**src/rtl/key_input_ctrl_pkg.sv**
```systemverilog
// Shared definitions for the push-button conditioning path: key indices,
// per-key FSM encoding and default timing at 25 MHz.
package key_input_ctrl_pkg;

  localparam int unsigned KEY_UP    = 0;
  localparam int unsigned KEY_DOWN  = 1;
  localparam int unsigned KEY_LEFT  = 2;
  localparam int unsigned KEY_RIGHT = 3;
  localparam int unsigned NUM_KEYS  = KEY_RIGHT + 1;

  localparam int unsigned DEF_DEBOUNCE_CYCLES = 250_000;
  localparam int unsigned DEF_REPEAT_DELAY    = 7_500_000;
  localparam int unsigned DEF_REPEAT_PERIOD   = 2_500_000;
  // Rotate (up) must never auto-repeat.
  localparam logic [NUM_KEYS-1:0] DEF_REPEAT_MASK = ~(NUM_KEYS'(1) << KEY_UP);

  typedef enum logic [1:0] {
    ST_IDLE   = 2'd0,
    ST_DELAY  = 2'd1,
    ST_REPEAT = 2'd2,
    ST_HOLD   = 2'd3
  } key_state_e;

  // Width of a counter that must hold values 0 .. n-1.
  function automatic int unsigned cnt_width(input int unsigned n);
    return (n <= 2) ? 1 : $clog2(n);
  endfunction

endpackage

```
**src/rtl/key_channel.sv**
```systemverilog
// One key path: 2-FF synchroniser, debounce counter, then the
// press / auto-repeat FSM with its own timer and a registered pulse output.
module key_channel
  import key_input_ctrl_pkg::*;
#(
  parameter int unsigned DEBOUNCE_CYCLES = DEF_DEBOUNCE_CYCLES,
  parameter int unsigned REPEAT_DELAY    = DEF_REPEAT_DELAY,
  parameter int unsigned REPEAT_PERIOD   = DEF_REPEAT_PERIOD,
  parameter bit          REPEAT_EN       = 1'b1,
  parameter bit          ACTIVE_LOW      = 1'b1
) (
  input  logic vga_clk,
  input  logic rst,
  input  logic key_raw,
  output logic op_key,
  output logic key_held
);

  localparam int unsigned DEB_W   = cnt_width(DEBOUNCE_CYCLES);
  localparam int unsigned TMR_MAX = (REPEAT_DELAY > REPEAT_PERIOD) ? REPEAT_DELAY : REPEAT_PERIOD;
  localparam int unsigned TMR_W   = cnt_width(TMR_MAX);

  localparam logic [DEB_W-1:0] DEB_LAST    = DEB_W'(DEBOUNCE_CYCLES - 1);
  localparam logic [TMR_W-1:0] DELAY_LAST  = TMR_W'(REPEAT_DELAY - 1);
  localparam logic [TMR_W-1:0] PERIOD_LAST = TMR_W'(REPEAT_PERIOD - 1);
  localparam logic             RELEASED    = ACTIVE_LOW;

  logic [1:0]       sync_q, sync_d;
  logic [DEB_W-1:0] deb_cnt_q, deb_cnt_d;
  logic             held_q, held_d;
  logic [TMR_W-1:0] tmr_q, tmr_d;
  key_state_e       state_q, state_d;
  logic             pulse_q, pulse_d;
  logic             key_level;

  // State register. NOTE: sequential state uses non-blocking assignments only;
  // the synchroniser resets to the released pin level so reset never looks
  // like a press.
  always_ff @(posedge vga_clk) begin
    if (rst) begin
      sync_q    <= {2{RELEASED}};
      deb_cnt_q <= '0;
      held_q    <= 1'b0;
      tmr_q     <= '0;
      state_q   <= ST_IDLE;
      pulse_q   <= 1'b0;
    end else begin
      sync_q    <= sync_d;
      deb_cnt_q <= deb_cnt_d;
      held_q    <= held_d;
      tmr_q     <= tmr_d;
      state_q   <= state_d;
      pulse_q   <= pulse_d;
    end
  end

  assign sync_d    = {sync_q[0], key_raw};
  assign key_level = sync_q[1] ^ ACTIVE_LOW;

  // NOTE: every always_comb output gets a default first so no latch is inferred.
  always_comb begin
    held_d    = held_q;
    deb_cnt_d = '0;
    if (key_level != held_q) begin
      if (deb_cnt_q == DEB_LAST) held_d = key_level;
      else                       deb_cnt_d = deb_cnt_q + 1'b1;
    end
  end

  // Next state. A released key overrides everything, including a timer expiry.
  always_comb begin
    state_d = state_q;
    tmr_d   = tmr_q;
    if (!held_q) begin
      state_d = ST_IDLE;
      tmr_d   = '0;
    end else begin
      unique case (state_q)
        ST_IDLE: begin
          state_d = REPEAT_EN ? ST_DELAY : ST_HOLD;
          tmr_d   = '0;
        end
        ST_DELAY: begin
          if (tmr_q == DELAY_LAST) begin
            state_d = ST_REPEAT;
            tmr_d   = '0;
          end else begin
            tmr_d = tmr_q + 1'b1;
          end
        end
        ST_REPEAT: begin
          if (tmr_q == PERIOD_LAST) tmr_d = '0;
          else                      tmr_d = tmr_q + 1'b1;
        end
        default: tmr_d = '0;
      endcase
    end
  end

  // Pulse decode. held_q=1 while IDLE can only mean a fresh press.
  always_comb begin
    pulse_d = 1'b0;
    if (held_q) begin
      unique case (state_q)
        ST_IDLE:   pulse_d = 1'b1;
        ST_DELAY:  pulse_d = (tmr_q == DELAY_LAST);
        ST_REPEAT: pulse_d = (tmr_q == PERIOD_LAST);
        default:   pulse_d = 1'b0;
      endcase
    end
  end

  assign op_key   = pulse_q;
  assign key_held = held_q;

endmodule

```
**src/rtl/key_input_ctrl.sv**
```systemverilog
// Conditions the four raw push-buttons into one-cycle operation pulses for the
// grid controller; one independent key_channel per button.
module key_input_ctrl
  import key_input_ctrl_pkg::*;
#(
  parameter int unsigned          DEBOUNCE_CYCLES = DEF_DEBOUNCE_CYCLES,
  parameter int unsigned          REPEAT_DELAY    = DEF_REPEAT_DELAY,
  parameter int unsigned          REPEAT_PERIOD   = DEF_REPEAT_PERIOD,
  parameter logic [NUM_KEYS-1:0]  REPEAT_MASK     = DEF_REPEAT_MASK,
  parameter bit                   ACTIVE_LOW      = 1'b1
) (
  input  logic                vga_clk,
  input  logic                rst,
  input  logic [NUM_KEYS-1:0] key_raw,
  output logic [NUM_KEYS-1:0] op_keys,
  output logic [NUM_KEYS-1:0] key_held
);

  for (genvar i = 0; i < NUM_KEYS; i++) begin : g_key
    key_channel #(
      .DEBOUNCE_CYCLES (DEBOUNCE_CYCLES),
      .REPEAT_DELAY    (REPEAT_DELAY),
      .REPEAT_PERIOD   (REPEAT_PERIOD),
      .REPEAT_EN       (REPEAT_MASK[i]),
      .ACTIVE_LOW      (ACTIVE_LOW)
    ) u_key (
      .vga_clk  (vga_clk),
      .rst      (rst),
      .key_raw  (key_raw[i]),
      .op_key   (op_keys[i]),
      .key_held (key_held[i])
    );
  end

endmodule

```
**config.mk**
```make
export PLATFORM = sky130hd
export DESIGN_NAME = key_input_ctrl
export DESIGN_NICKNAME = d
export VERILOG_FILES = /design/src/rtl/key_input_ctrl_pkg.sv /design/src/rtl/key_channel.sv /design/src/rtl/key_input_ctrl.sv
export SDC_FILE = /design/constraint.sdc
export NUM_CORES = 1
export LEC_CHECK = 0
export BUFFER_PORTS_ARGS = -buffer_cell sky130_fd_sc_hd__buf_4
export CORE_ASPECT_RATIO = 1.1
export CORE_MARGIN = 4
export CORE_UTILIZATION = 50
export CTS_CLUSTER_DIAMETER = 100
export DETAILED_ROUTE_END_ITERATION = 10
export GPL_TIMING_DRIVEN = 0
export PLACE_DENSITY = 0.68
export SLEW_MARGIN = 0
export SYNTH_ARGS = -nofsm -noshare
export SYNTH_HDL_FRONTEND = slang
export SYNTH_SLANG_ARGS = --single-unit
```
**constraint.sdc**
```tcl
create_clock -name vga_clk -period 3.06 [get_ports vga_clk]
set_input_delay 0.306 -clock vga_clk [delete_from_list [all_inputs] [get_ports vga_clk]]
set_output_delay 0.306 -clock vga_clk [all_outputs]
set_load 0.01 [all_outputs]
```
======== Word-level counts from Yosys, hierarchy flattened ========
Cells that the tools add are included.
word-level totals
  input bits .............................. 6
  output and inout port bits .............. 8
  word-level logic and storage cells ...... 120
  flip-flop bits (word level) ............. 188
operators by class
  add/sub/neg operators ................... 8
  reductions and logical operators ........ 24
  bitwise logic cells ..................... 12
  eq/ne operators ......................... 28
  multiplexer cells ....................... 24
operators by type and width
  kind                   count
  $mux 23                8
  $pmux 23 s2            4
  $add 23x1->23 const B  4
  $eq 23x22->1 const B   4
  $eq 23x23->1 const B   4
  $add 18x1->18 const B  4
  $eq 18x18->1 const B   4
  $pmux 2 s2             4
  $reduce_and 2->1       8
  $not 1->1              12
  $pmux 1 s3             4
  $reduce_or 3->1        4
  $eq 2x1->1 const B     4
  $eq 2x2->1 const B     4
  $logic_not 2->1        4
  $mux 2                 4
  $ne 2x1->1 const B     4
  $reduce_bool 2->1      4
  $reduce_or 2->1        4
  $ne 1x1->1             4

======== Depth between registers and ports, before layout ========
  depth after elaboration ................. 4
  depth in mapped cells ................... 7

======== Hierarchy ========
From an unflattened synthesis, not the netlist that was laid out.
second synthesis, totals
  cells, all modules ...................... 1,005
  area total of the unflattened synthesis .. 8,917.3 sq um
modules (own cells, without submodules)
  module                             area an instance (sq um)  sequential area each (sq um)  instances  cells each
  key_channel at g_key[1].u_key ...  2,220.9                   940.9                         3          252
  key_channel at g_key[0].u_key      2,254.7                   940.9                         1          249

======== Worst setup path before layout ========
No wires, ideal clock.
  path type ............................... reg2reg
  start ................................... reg g_key[2].u_key.tmr_q[0]
  end ..................................... reg g_key[2].u_key.tmr_q[22]
  data arrival time ....................... 1,881 ps
  setup time .............................. 79 ps
  required time ........................... 2,981 ps
  period minus slack after synthesis ...... 1,960 ps
  setup slack ............................. 1,100 ps
  cell stages (with the launch flop) ...... 7
  cells stage by stage .................... dfxtp_1 > ha_1 > nand4_2 > or4_1 > buf_2 > or4_1 > a22oi_1
on the way
  longest elaborated chain between the ends .. 3
  elaborated cells between the ends (all ways) .. 6
RTL lines
  what                                   RTL line                              source
  from (decl)                            key_channel.sv:31                     logic [TMR_W-1:0] tmr_q, tmr_d;
  from (signal assigned)                 key_channel.sv:51                     tmr_q <= tmr_d;
  $add 23x1->23 (tied with other cells)  key_channel.sv:88, key_channel.sv:93
  $mux 23 (on tied branches)             key_channel.sv:92, key_channel.sv:84
  $pmux 23 s2 (*)                        key_channel.sv:78                     unique case (state_q)
Mark *: on every way between the ends. The rest lies on a longest branch, timed or not.
A chain may end at the register's enable or synchronous reset.

======== Worst setup path in the final report ========
  start ................................... reg g_key[3].u_key.tmr_q[0]
  end ..................................... reg g_key[3].u_key.tmr_q[18]
on the way
  longest elaborated chain between the ends .. 3
  elaborated cells between the ends (all ways) .. 6
RTL lines
  what                                   RTL line
  from (decl)                            key_channel.sv:31
  from (signal assigned)                 key_channel.sv:51
  $add 23x1->23 (tied with other cells)  key_channel.sv:88, key_channel.sv:93
  $mux 23 (on tied branches)             key_channel.sv:92, key_channel.sv:84
  $pmux 23 s2 (*)                        key_channel.sv:78
Marks and branches as above.

==> summary.md <==
| Metric | Value |
|---|---|
| Unique masters post-synth | 60 |
| Syn nets | 1046 |
| Synth-to-layout area growth | 11.9% |
| Fillcell total | 1600 |
| Setup Skew | 0.00856 ns |
| Sequential-to-total area share from yosys stat | 0.420 |
| Tightest Pin Transition | 0.695 ns |
| Slew Limit Headroom | 0.535 |
| Startpoint Class | flip-flop |
| Number of synthesized flops with an enable pin | 0 |
| Aggregate global routing overflow | 0 |
| Design area | 10000 µm² |
| Clk sinks | 188 |
| Worst-skew pair later-pin latency | 0.43 ns |
| Power Density | 499 nW/µm² |
| Crit path capture type | flip-flop |
| Worst path most repeated cell | clkbuf_1 |
| Setup TNS | 0 ns |
| Via/cell ratio | 5.63 |
| First-pass GRT wire length | 31300 µm |
| Critical path class | reg2reg |
| Num CTS Buffers | 17 |
| Share of post-route cells with drive strength above 1 | 0.0858 |
| GPL Wtd Cong | 0.800 |
| Leakage | 2.99 nW |
| Port Buf Inserts | 12 |
| Register area | 3760 µm² |
| VDD IR max | 395 µV |
| # hold bufs at CTS | 0 |
| Num ports | 14 |
| Post-synth ARST share | 0 |
| Worst EP required | 3.35 ns |
| H-tree depth | 4 |
| Area of the multi-input gates | 4800 µm² |
| Mapped cell area | 8950 µm² |
| CP cell instances | ha_1, and4_1, clkbuf_1, nand4_1, o2111ai_1, clkbuf_1, a22oi_1 |
| Num rows | 51 |
| CTS Buffer Depth | 2 |
| Final Max Slew Viols | 0 |
| Nets | 1077 |
| FMAX | 427 MHz |
| # Max-Cap Violations | 0 |
| Post-DP HPWL | 12200 µm |
| Syn_area_per_cell | 8.81 µm² |
| Post-synthesis register bit count | 188 |
| Residual DRC | 0 |
| Period minus WS final | 2.34 ns |
| CTS root buf | clkbuf_16 |
| Placed cell area | 9340 µm² |
| Max stage delay on crit path | 0.41 ns |
| Slowest CP cell | clkbuf_1 |
| PostCTS Resize Cnt | 0 |
| GRT Util Overall | 0.184 |
| Pwr Total | 5.00 mW |
| DRT Pass-1 Iters | 4 |
| Ant diodes | 0 |
| Ys flop type | dfxtp_1 |
| Syn. warnings | 0 |
| Largest net degree at the start of global routing | 17 |
| DR WL/cell | 13.5 µm |
| CTS tree | built |
| Initial Util | 0.506 |
| Die width | 136 µm |
| Routed vias | 7305 |
| Post-Route WL | 17500 µm |
| Post-route clock period utilization | 0.765 |
| Critical Path AT | 2.63 ns |
| Fin. Hold Viols | 0 |
| Die Y | 148 µm |
| RSZ-0062 raised after global routing | false |
| Status | completed |
| Vias in the first global route | 6920 |
| Placeable Area | 17700 µm² |
| Final number of setup-violating endpoints | 0 |
| Clock slew at reported path FFs | 0.07 ns |
| Setup Buffers After CTS | 0 |
| Antenna violations before repair | 0 |
| Post-DRT Antenna Nets | 0 |
| Worst Path Max Fanout | 10 |
| Worst hold path class | in2reg |
| Post-Syn Instances | 1016 |
| DR iter-0 viols | 439 |
| Die area | 20100 µm² |
==> report_power, final <==
| group | total (mW) | internal [mW] | switching (mW) |
|---|---|---|---|
| logic | 0.0290 | 0.0104 | 0.0186 |
| clock network | 2.51 | 1.56 | 0.953 |
| registers | 2.46 | 2.45 | 0.00380 |
==> layout make-up <==
type / count / area share
multi-input cells: 739 / 0.480
clock inverters: 14 / 0.0240
plain buffers: 47 / 0.0225
flip-flops and latches: 188 / 0.376
clock buffers: 18 / 0.0438
repair buffers: 12 / 0.00899
inverters: 42 / 0.0157
well taps: 238 / 0.0297
==> final timing paths <==
kind / start / to / slack (ns) / cells past startpoint
worst max-delay path: g_key[3].u_key.tmr_q[0] / g_key[3].u_key.tmr_q[18] / 0.72 / 7
worst min-delay path: key_raw[1] / g_key[1].u_key.sync_q[0] / 0.06 / 2
worst max register to register: g_key[3].u_key.tmr_q[0] / g_key[3].u_key.tmr_q[18] / 0.72 / 7
worst min register to register: g_key[3].u_key.sync_q[0] / g_key[3].u_key.sync_q[1] / 0.41 / 1
==> critical path, delay by kind of cell (launching register included) <==
| family | cells | cell delay [ns] |
|---|---|---|
| buffers and inverters | 2 | 0.69 |
| AND/OR/NAND/NOR | 2 | 0.39 |
| flip-flops | 1 | 0.36 |
| adder cells (fa/ha/maj) | 1 | 0.22 |
| AO/OA/AOI/OAI | 2 | 0.56 |
==> flip-flops by register name (all words and copies together) (netlist names) <==
register / count
g_key.u_key.deb_cnt_q: 72
g_key.u_key.key_held: 4
g_key.u_key.op_key: 4
g_key.u_key.state_q: 8
g_key.u_key.sync_q: 8
g_key.u_key.tmr_q: 92
==> cell usage after synthesis (all sizes together), types with 4 or more instances <==
master / instances / area share
nor4bb: 5 / 0.0056
dfxtp: 188 / 0.42
nor3: 15 / 0.0084
nand2: 59 / 0.025
xor2: 45 / 0.044
and3: 10 / 0.0071
o31ai: 17 / 0.014
o21ai: 38 / 0.021
or4: 23 / 0.019
nand4: 45 / 0.032
and2: 8 / 0.0056
xnor2: 54 / 0.053
and4: 23 / 0.023
inv: 42 / 0.018
or3: 35 / 0.024
a21oi: 74 / 0.041
buf: 19 / 0.013
nand4b: 4 / 0.0039
nor4: 24 / 0.018
a22oi: 37 / 0.031
or2: 11 / 0.0077
nand3: 62 / 0.035
nor2: 71 / 0.030
nor4b: 8 / 0.0078
clkbuf: 28 / 0.012
a21boi: 5 / 0.0042
ha: 24 / 0.034
==> stage by stage <==
step,worst slack (ns),hold slack [ns],util,std cells
finish,0.719,0.0600,0.567,1298
global route,0.453,0.0451,0.567,1298
CTS,0.708,0.0466,0.567,1298
detailed placement,0.714,0.395,0.528,1266
global placement,0.660,0.391,0.528,1266
floorplan,1.10,0.389,-,1016
==> layer usage <==
layer  global-route usage  routed length (µm)  up-vias
met5                    0                   0        -
li1                     -                   -     3781
met2                0.308                8260       80
met4               0.0494                 183        0
met1                0.242                8600     3431
met3               0.0382                 464       13
==> cell families after synthesis <==
logic type | share of synthesized area
and+or+nand+nor | 0.265
xor gates and xnor gates | 0.0969
AOI/OAI and AO/OA | 0.141
buffers and inverters | 0.0428
DFF | 0.420
adders and majority gates | 0.0335
==> cells in the final DEF (no fill, tap or decap), drive strengths merged, types with 3 or more instances in the layout <==
cell | synthesis | final
ha | 24 | 24
and3 | 10 | 10
and4 | 23 | 23
o21ai | 38 | 38
or3 | 35 | 35
nand2b | 3 | 3
nand4b | 4 | 4
nand4 | 45 | 45
or4b | 3 | 3
buf | 19 | 31
and2 | 8 | 8
nor4b | 8 | 8
xor2 | 45 | 45
nand3 | 62 | 62
a21boi | 5 | 5
a21oi | 74 | 74
clkbuf | 28 | 46
o31ai | 17 | 17
clkinv | 0 | 5
o211ai | 3 | 3
bufinv | 0 | 6
dfxtp | 188 | 188
nor4bb | 5 | 5
a31o | 3 | 3
nand2 | 59 | 59
xnor2 | 54 | 54
or4 | 23 | 23
a22oi | 37 | 37
nor2 | 71 | 71
inv | 42 | 43
nand3b | 3 | 3
nor3 | 15 | 15
or2 | 11 | 11
nor4 | 24 | 24
No activity file was read; power rests on OpenSTA's default activity.
